<file path="config.mk">
export PLATFORM = sky130hd
export DESIGN_NAME = blink_sequencer
export DESIGN_NICKNAME = d
export VERILOG_FILES = /design/src/rtl/blink_sequencer.sv
export SDC_FILE = /design/constraint.sdc
export NUM_CORES = 1
export LEC_CHECK = 0
export CAP_MARGIN = 20
export CORE_MARGIN = 1
export CORE_UTILIZATION = 35
export CTS_CLUSTER_DIAMETER = 100
export DETAILED_ROUTE_END_ITERATION = 6
export PLACE_DENSITY_LB_ADDON = 0.25
export SYNTH_ARGS = -nofsm -noshare
export SYNTH_HDL_FRONTEND = slang
export SYNTH_SLANG_ARGS = --single-unit
</file>
<file path="constraint.sdc">
create_clock -name CLK -period 3.18 [get_ports CLK]
set_input_delay 0.636 -clock CLK [delete_from_list [all_inputs] [get_ports CLK]]
set_output_delay 0.636 -clock CLK [all_outputs]
set_load 0.05 [all_outputs]
</file>
<file path="src/rtl/blink_sequencer.sv">
// blink_sequencer: steps a latched 16-entry on/off table onto a registered
// enable, one step every DIV clock cycles.
//
// Optional feature: define BLINK_SEQ_LOOP_EN to repeat the table until stop
// or RST instead of finishing with a one-cycle done pulse.
//
// state  | meaning
// IDLE   | waiting for start, all outputs low
// RUN    | sequence in progress, busy high, prescaler counting
// DONE   | one-cycle completion pulse, then back to IDLE

module blink_sequencer #(
   parameter int unsigned DIV = 25000000
) (
   input  logic        CLK,
   input  logic        RST,
   input  logic        start,
   input  logic        stop,
   input  logic [15:0] pattern,
   input  logic [3:0]  len,
   output logic        state_l,
   output logic        busy,
   output logic [3:0]  step,
   output logic        done
);

   localparam int CW = (DIV > 1) ? $clog2(DIV) : 1;
   localparam logic [CW-1:0] CNT_LAST = CW'(DIV - 1);

   typedef enum logic [1:0] {
      S_IDLE = 2'd0,
      S_RUN  = 2'd1,
      S_DONE = 2'd2
   } state_t;

   state_t        state;
   logic [CW-1:0] cnt;
   logic [15:0]   pattern_q;
   logic [3:0]    len_q;
   logic          tick;

   // End of the current step: last prescaler count while running.
   assign tick = (state == S_RUN) && (cnt == CNT_LAST);

   // Sequencer FSM, prescaler and registered outputs.
   always_ff @(posedge CLK) begin
      if (RST) begin
         state     <= S_IDLE;
         cnt       <= '0;
         pattern_q <= '0;
         len_q     <= '0;
         state_l   <= 1'b0;
         busy      <= 1'b0;
         step      <= '0;
         done      <= 1'b0;
      end else begin
         done <= 1'b0;
         case (state)
            S_IDLE: begin
               cnt <= '0;
               if (start) begin
                  pattern_q <= pattern;
                  len_q     <= len;
                  state     <= S_RUN;
                  busy      <= 1'b1;
                  step      <= '0;
                  state_l   <= pattern[0];
               end
            end
            S_RUN: begin
               if (stop) begin
                  // Abort wins over a coincident tick; no completion pulse.
                  state   <= S_IDLE;
                  cnt     <= '0;
                  busy    <= 1'b0;
                  step    <= '0;
                  state_l <= 1'b0;
               end else if (tick) begin
                  cnt <= '0;
                  if (step != len_q) begin
                     step    <= step + 4'd1;
                     state_l <= pattern_q[step + 4'd1];
                  end else begin
`ifdef BLINK_SEQ_LOOP_EN
                     step    <= '0;
                     state_l <= pattern_q[0];
`else
                     state   <= S_DONE;
                     done    <= 1'b1;
                     busy    <= 1'b0;
                     step    <= '0;
                     state_l <= 1'b0;
`endif
                  end
               end else begin
                  cnt <= cnt + 1'b1;
               end
            end
            S_DONE: begin
               state <= S_IDLE;
               cnt   <= '0;
            end
            default: begin
               state   <= S_IDLE;
               cnt     <= '0;
               busy    <= 1'b0;
               step    <= '0;
               state_l <= 1'b0;
            end
         endcase
      end
   end

endmodule

</file>
# --- Yosys cells after proc, flatten, opt, wreduce, memory -nomap -nowiden ---
# Index checks and enable logic that the tools add are counted.
totals:
  regBits: 54
  input_bits: 24
  out_inout_bits: 7
  word_cells: 52
op_classes:
  addsub: 2
  order_cmp: 1
  n_eq_ne: 7
  n_mux: 23
  bitwise_logic: 3
  reduce_logical: 8
op_table:
  columns: ["operator", "count"]
  rows:
  - ["25-bit by 1-bit adder with 25-bit output, second input constant", 1]
  - ["25-bit == test, second input constant", 1]
  - ["4-bit 2-to-1 mux", 4]
  - ["4-bit one-hot mux with 3 select lines", 1]
  - ["1-bit 2-to-1 mux", 10]
  - ["2-bit 2-to-1 mux", 4]
  - ["4-bit OR reduction", 2]
  - ["3-bit inequality test, second input constant", 2]
  - ["1-bit one-hot mux with 3 select lines", 2]
  - ["3-bit AND reduction", 2]
  - ["4-bit by 5-bit < comparator with 1-bit output, second input constant", 1]
  - ["4-bit by 1-bit adder with 4-bit output, second input constant", 1]
  - ["1-bit binary-select mux with 4-bit select", 1]
  - ["4-bit inequality test", 1]
  - ["2-bit one-hot mux with 2 select lines", 1]
  - ["4-bit AND reduction", 1]
  - ["1-bit inverter", 3]
  - ["2-bit by 1-bit == test with 1-bit output, second input constant", 1]
  - ["2-bit == test, second input constant", 1]
  - ["2-bit zero test", 1]
  - ["2-bit inequality test, second input constant", 1]
  - ["2-bit AND reduction", 1]
  - ["1-bit logical AND", 1]

# --- Longest topological paths before layout ---
logic_depth:
  ltp_word: 7
  depth_mapped: 7
  ltp_nobuf: 6

# --- Worst setup path after synthesis ---
# OpenSTA, ideal clock, no wires.
synth_timing:
  path_type: "flip-flop to flip-flop"
  start: "register step[1]"
  end: "register state_l"
  setup_time_ps: 122
  arrival_time_ps: 2162
  required_time_ps: 3058
  slack_ps: 896
  path_stages_with_launch: 8
  path_buffers: 1
  period_less_slack_ps: 2284
  path_cell_list: "dfxtp_1 -> ha_1 -> clkbuf_1 -> mux4_2 -> mux2i_1 -> mux2i_1 -> a22o_1 -> o2bb2ai_1"
synth_between:
  elab_chain_cells: 7
  word_cells_on_any_way: 8
  cone_classes: "add/sub (1); eq/ne (1); mux (6)"
synth_rtl:
  columns: ["element", "line", "source"]
  rows:
  - ["from (decl)", "23", "output logic [3:0] step,"]
  - ["from (signal assigned)", "81", "step <= step + 4'd1;"]
  - ["4-bit by 1-bit adder with 4-bit output", "82", "state_l <= pattern_q[step + 4'd1];"]
  - ["1-bit binary-select mux with 4-bit select", "82", null]
  - ["1-bit 2-to-1 mux (implied by the code)", "82", null]
  - ["1-bit 2-to-1 mux *", "80", "if (step != len_q) begin"]
  - ["1-bit 2-to-1 mux *", "78", "end else if (tick) begin"]
  - ["1-bit 2-to-1 mux *", "71", "if (stop) begin"]
  - ["1-bit one-hot mux with 3 select lines *", "58", "case (state)"]
  - ["to (signal assigned)", "67", "state_l <= pattern[0];"]
  - ["to (signal assigned)", "82", null]
  - ["to (decl)", "21", "output logic state_l,"]
# Mark *: on every way between the ends. The rest lies on a longest branch, timed or not. The select of a mux whose other input is x is not followed.
# A chain may end at the register's enable or synchronous reset.

# --- Worst setup path in the final report ---
layout_timing:
  start: "register step[0]"
  end: "output port step[0]"
# No word-level cell between the ends.

==> metrics.log <==
INFO  metric max-slew-margin-rel = 44.6%
INFO  metric max_slew.worst_pin.slew = 0.831 ns
INFO  metric post_synth_fa_ha_maj_area_fraction = 1.00%
INFO  metric dp.cells = 407
INFO  metric grt_pass1_wl = 8.72 mm
INFO  metric netlist_area = 2500 um2
INFO  metric cts_setup_buffers = 0
INFO  metric final_net_count = 344
INFO  metric synth.top_cells.by_count = dfxtp_1, nand2_1, nor2_1, a21oi_1, xnor2_1
INFO  metric num_rows = 30
INFO  metric remaining_drc_errors = 0
INFO  metric power.density_cell_area = 413 nW/um2
INFO  metric first_global_vias = 1864
INFO  metric post-route-util = 43.8%
INFO  metric wl_per_cell = 12.5 um
INFO  metric finalMaxSlewViolations = 0
INFO  metric whs_path_depth = 2
INFO  metric port_buffers = 30
INFO  metric worstReg2RegStart = step[0]
INFO  metric post_synth_and_or_nand_nor_area_fraction = 27.5%
INFO  metric sum_of_negative_setup_slack = 0 ns
INFO  metric crit_chain = clkdlybuf4s50_1
INFO  metric fin_worst_skew = 0.0138 ns
INFO  metric fillerInstances = 716
INFO  metric fmax = 413 MHz
INFO  metric syn2layout_area_growth = 19.8%
INFO  metric grt_start_max_net_pins = 32
INFO  metric critical-path-max-stage-delay = 0.88 ns
INFO  metric yosys.cell_count.top_type = dfxtp_1
INFO  metric maximum_level_of_the_cts_h_tree = 2
INFO  metric yosys-mux-area-fraction = 4.81%
INFO  metric post_cts_resized = 0
INFO  metric timing.final.setup_violations = 0
INFO  metric drtAntennaViolNets = 0
INFO  metric leading_post_synthesis_cells_by_cell_area = dfxtp_1, nand2_1, xnor2_1, a21oi_1, nor2_1
INFO  metric hold_path_class = reg -> reg
INFO  metric via_count = 2069
INFO  metric layout_worst_path_cycle_share = 76.1%
INFO  metric layout_cells_sized_above_1 = 6.58%
INFO  metric crit_fanout = 10
INFO  metric gp_routability_congestion = 0.824
INFO  metric postRouteWirelength = 5.17 mm
INFO  metric initial_utilization = 36.5%
INFO  metric cp_top_family = buffers and inverters
INFO  metric register_area = 1080 um2
INFO  metric yosys_warnings = 0
INFO  metric clock_path_buffers = 2
INFO  metric global_route.usage.total = 15.1%
INFO  metric initial_antenna_violation_count = 0
INFO  metric die_h = 86.5 um
INFO  metric clkSinkCount = 54
INFO  metric top_cell_type_s_share_of_synthesized_area = 43.3%
INFO  metric total_die_area = 7470 um2
INFO  metric worst-endpoint-arrival = 1.78 ns
INFO  metric postSynth.topFlopCell = dfxtp_1
INFO  metric synth_compound_area_share = 10.6%
INFO  metric fin_cells = 415
INFO  metric worstPathRequired = 2.54 ns
INFO  metric via_per_inst = 4.99
INFO  metric num_io_pins = 31
INFO  metric synth_xor_xnor_area_share = 9.82%
INFO  metric clock_slew_at_the_register_clock_pins_of_the_worst_setup_and_hold_paths = 0.10 ns
INFO  metric criticalPathCategory = reg -> out
INFO  metric netlist.top_cell.by_area = dfxtp_1
INFO  metric maxCapViolCount = 0
INFO  metric rsz0062_at_grt = no
INFO  metric worst_hold_path.endpoint = pattern_q[2]
INFO  metric ir_drop = 177 uV
INFO  metric timing_hold_violations_final = 0
INFO  metric cp_slowest_cell = clkdlybuf4s50_1
INFO  metric drt_pass1_iterations = 4
INFO  metric gr-total-overflow = 0
INFO  metric outcome = finished, final reports clean
INFO  metric multi_input_area = 1340 um2
INFO  metric netlist_instances = 290
INFO  metric cp_startpoint = step[0]
INFO  metric synthDistinctLibCells = 40
INFO  metric inserted_clock_buffers = 5
INFO  metric timing.rr.end = state_l
INFO  metric fp.coreArea = 6830 um2
INFO  metric critPathCaptureType = output pin
INFO  metric avgSynthCellArea = 8.61 um2
INFO  metric holdCritStartpoint = pattern_q[2]
INFO  metric ys_seq_elements = 54
INFO  metric cts_tree = yes
INFO  metric synth-edff-count = 0
INFO  metric die_width = 86.5 um
INFO  metric synthArstFlopShare = 0%
INFO  metric p_leak = 0.968 nW
INFO  metric cts-root-buf = clkbuf_8
INFO  metric synth_top_family_by_area = simple AND/OR/NAND/NOR gates
INFO  metric postSynthNetCount = 316
INFO  metric synth-seq-area-share = 43.3%
INFO  metric worst_r2r_path_depth = 6
INFO  metric reg2reg_slack = 0.96 ns
INFO  metric final_period_minus_worst_setup_slack = 2.42 ns
INFO  metric cts_hold_buffers = 0
INFO  metric worstSkewPairLatency = 0.31 ns
INFO  metric critical_path.startpoint_type = flip-flop
INFO  metric post-dp-hpwl = 3.55 mm
INFO  metric detailedRoute.firstIterationViolations = 57
INFO  metric worst-path-buf-inv = 1
INFO  metric diodes = 0
[logic make-up (layout without fill, tap and decap cells)]
logic type      count (synthesis)  count (layout)
simple gates                  138             138
xor+xnor                       28              28
fa+ha+maj                       2               2
buf+inv                        19              48
mux                             7               7
flops                          54              54
compound gates                 42              42
[per-stage QoR]
stage | cell area (um2) | total power [mW] | setup slack (ns) | hold slack, ns
final | 2990 | 1.23 | 0.761 | 0.458
after detailed placement | 2900 | 0.856 | 0.645 | 0.448
after global routing | 2990 | 1.29 | 0.691 | 0.484
after CTS | 2990 | 1.25 | 0.745 | 0.463
after floorplan | 2500 | 0.799 | 0.896 | 0.433
after global placement | 2900 | 0.855 | 0.703 | 0.441
[area by class of cell]
type                    count  share of cell area, %
multi-input cells         217                   44.9
flip-flops and latches     54                   36.2
repair buffers             34                   11.0
well taps                  96                   4.02
clock buffers               6                   2.76
inverters                   6                  0.753
clock inverters             2                  0.418
[layout by cell type (no fill, tap or decap), types with 2 or more instances in the layout]
master / n
a211oi_1: 2
a21oi_1: 25
and3_1: 5
buf_4: 4
clkbuf_8: 6
clkdlybuf4s50_1: 30
dfxtp_1: 54
ha_1: 2
inv_1: 6
mux2i_1: 3
mux4_2: 4
nand2_1: 50
nand2b_1: 2
nand3_1: 14
nand4_1: 5
nor2_1: 32
nor3_1: 10
nor4_1: 7
nor4_4: 2
o211ai_1: 3
o21ai_0: 3
or3_1: 3
xnor2_1: 21
xor2_1: 7
[state kept, by name, indices dropped and copies added (netlist names)]
name,flops
busy,1
cnt,25
done,1
len_q,4
pattern_q,16
state,2
state_l,1
step,4
[power by group]
part	internal (mW)	switching, mW
clock	0.175	0.219
combinational	0.0608	0.0711
sequential	0.696	0.0123
[how the worst max path moves through the flow]
stage          depth (start not counted)  slack [ns]  endpoint
6_report                               1        0.76   step[0]
5_1_grt                                1        0.69   step[0]
4_1_cts                                1        0.75   step[0]
3_5_place_dp                           6        0.65   step[2]
3_3_place_gp                           6        0.70   step[2]
2_1_floorplan                          7        0.90   state_l
[layer usage]
layer / part of all wire [%] / wire [um] / track usage, %
met1: 54 / 2790 / 21.9
met3: 4.1 / 211 / 2.86
met2: 40 / 2080 / 21.6
met4: 1.7 / 86 / 6.67
met5: 0 / 0 / 0
Power figures use the tool's default switching activity.
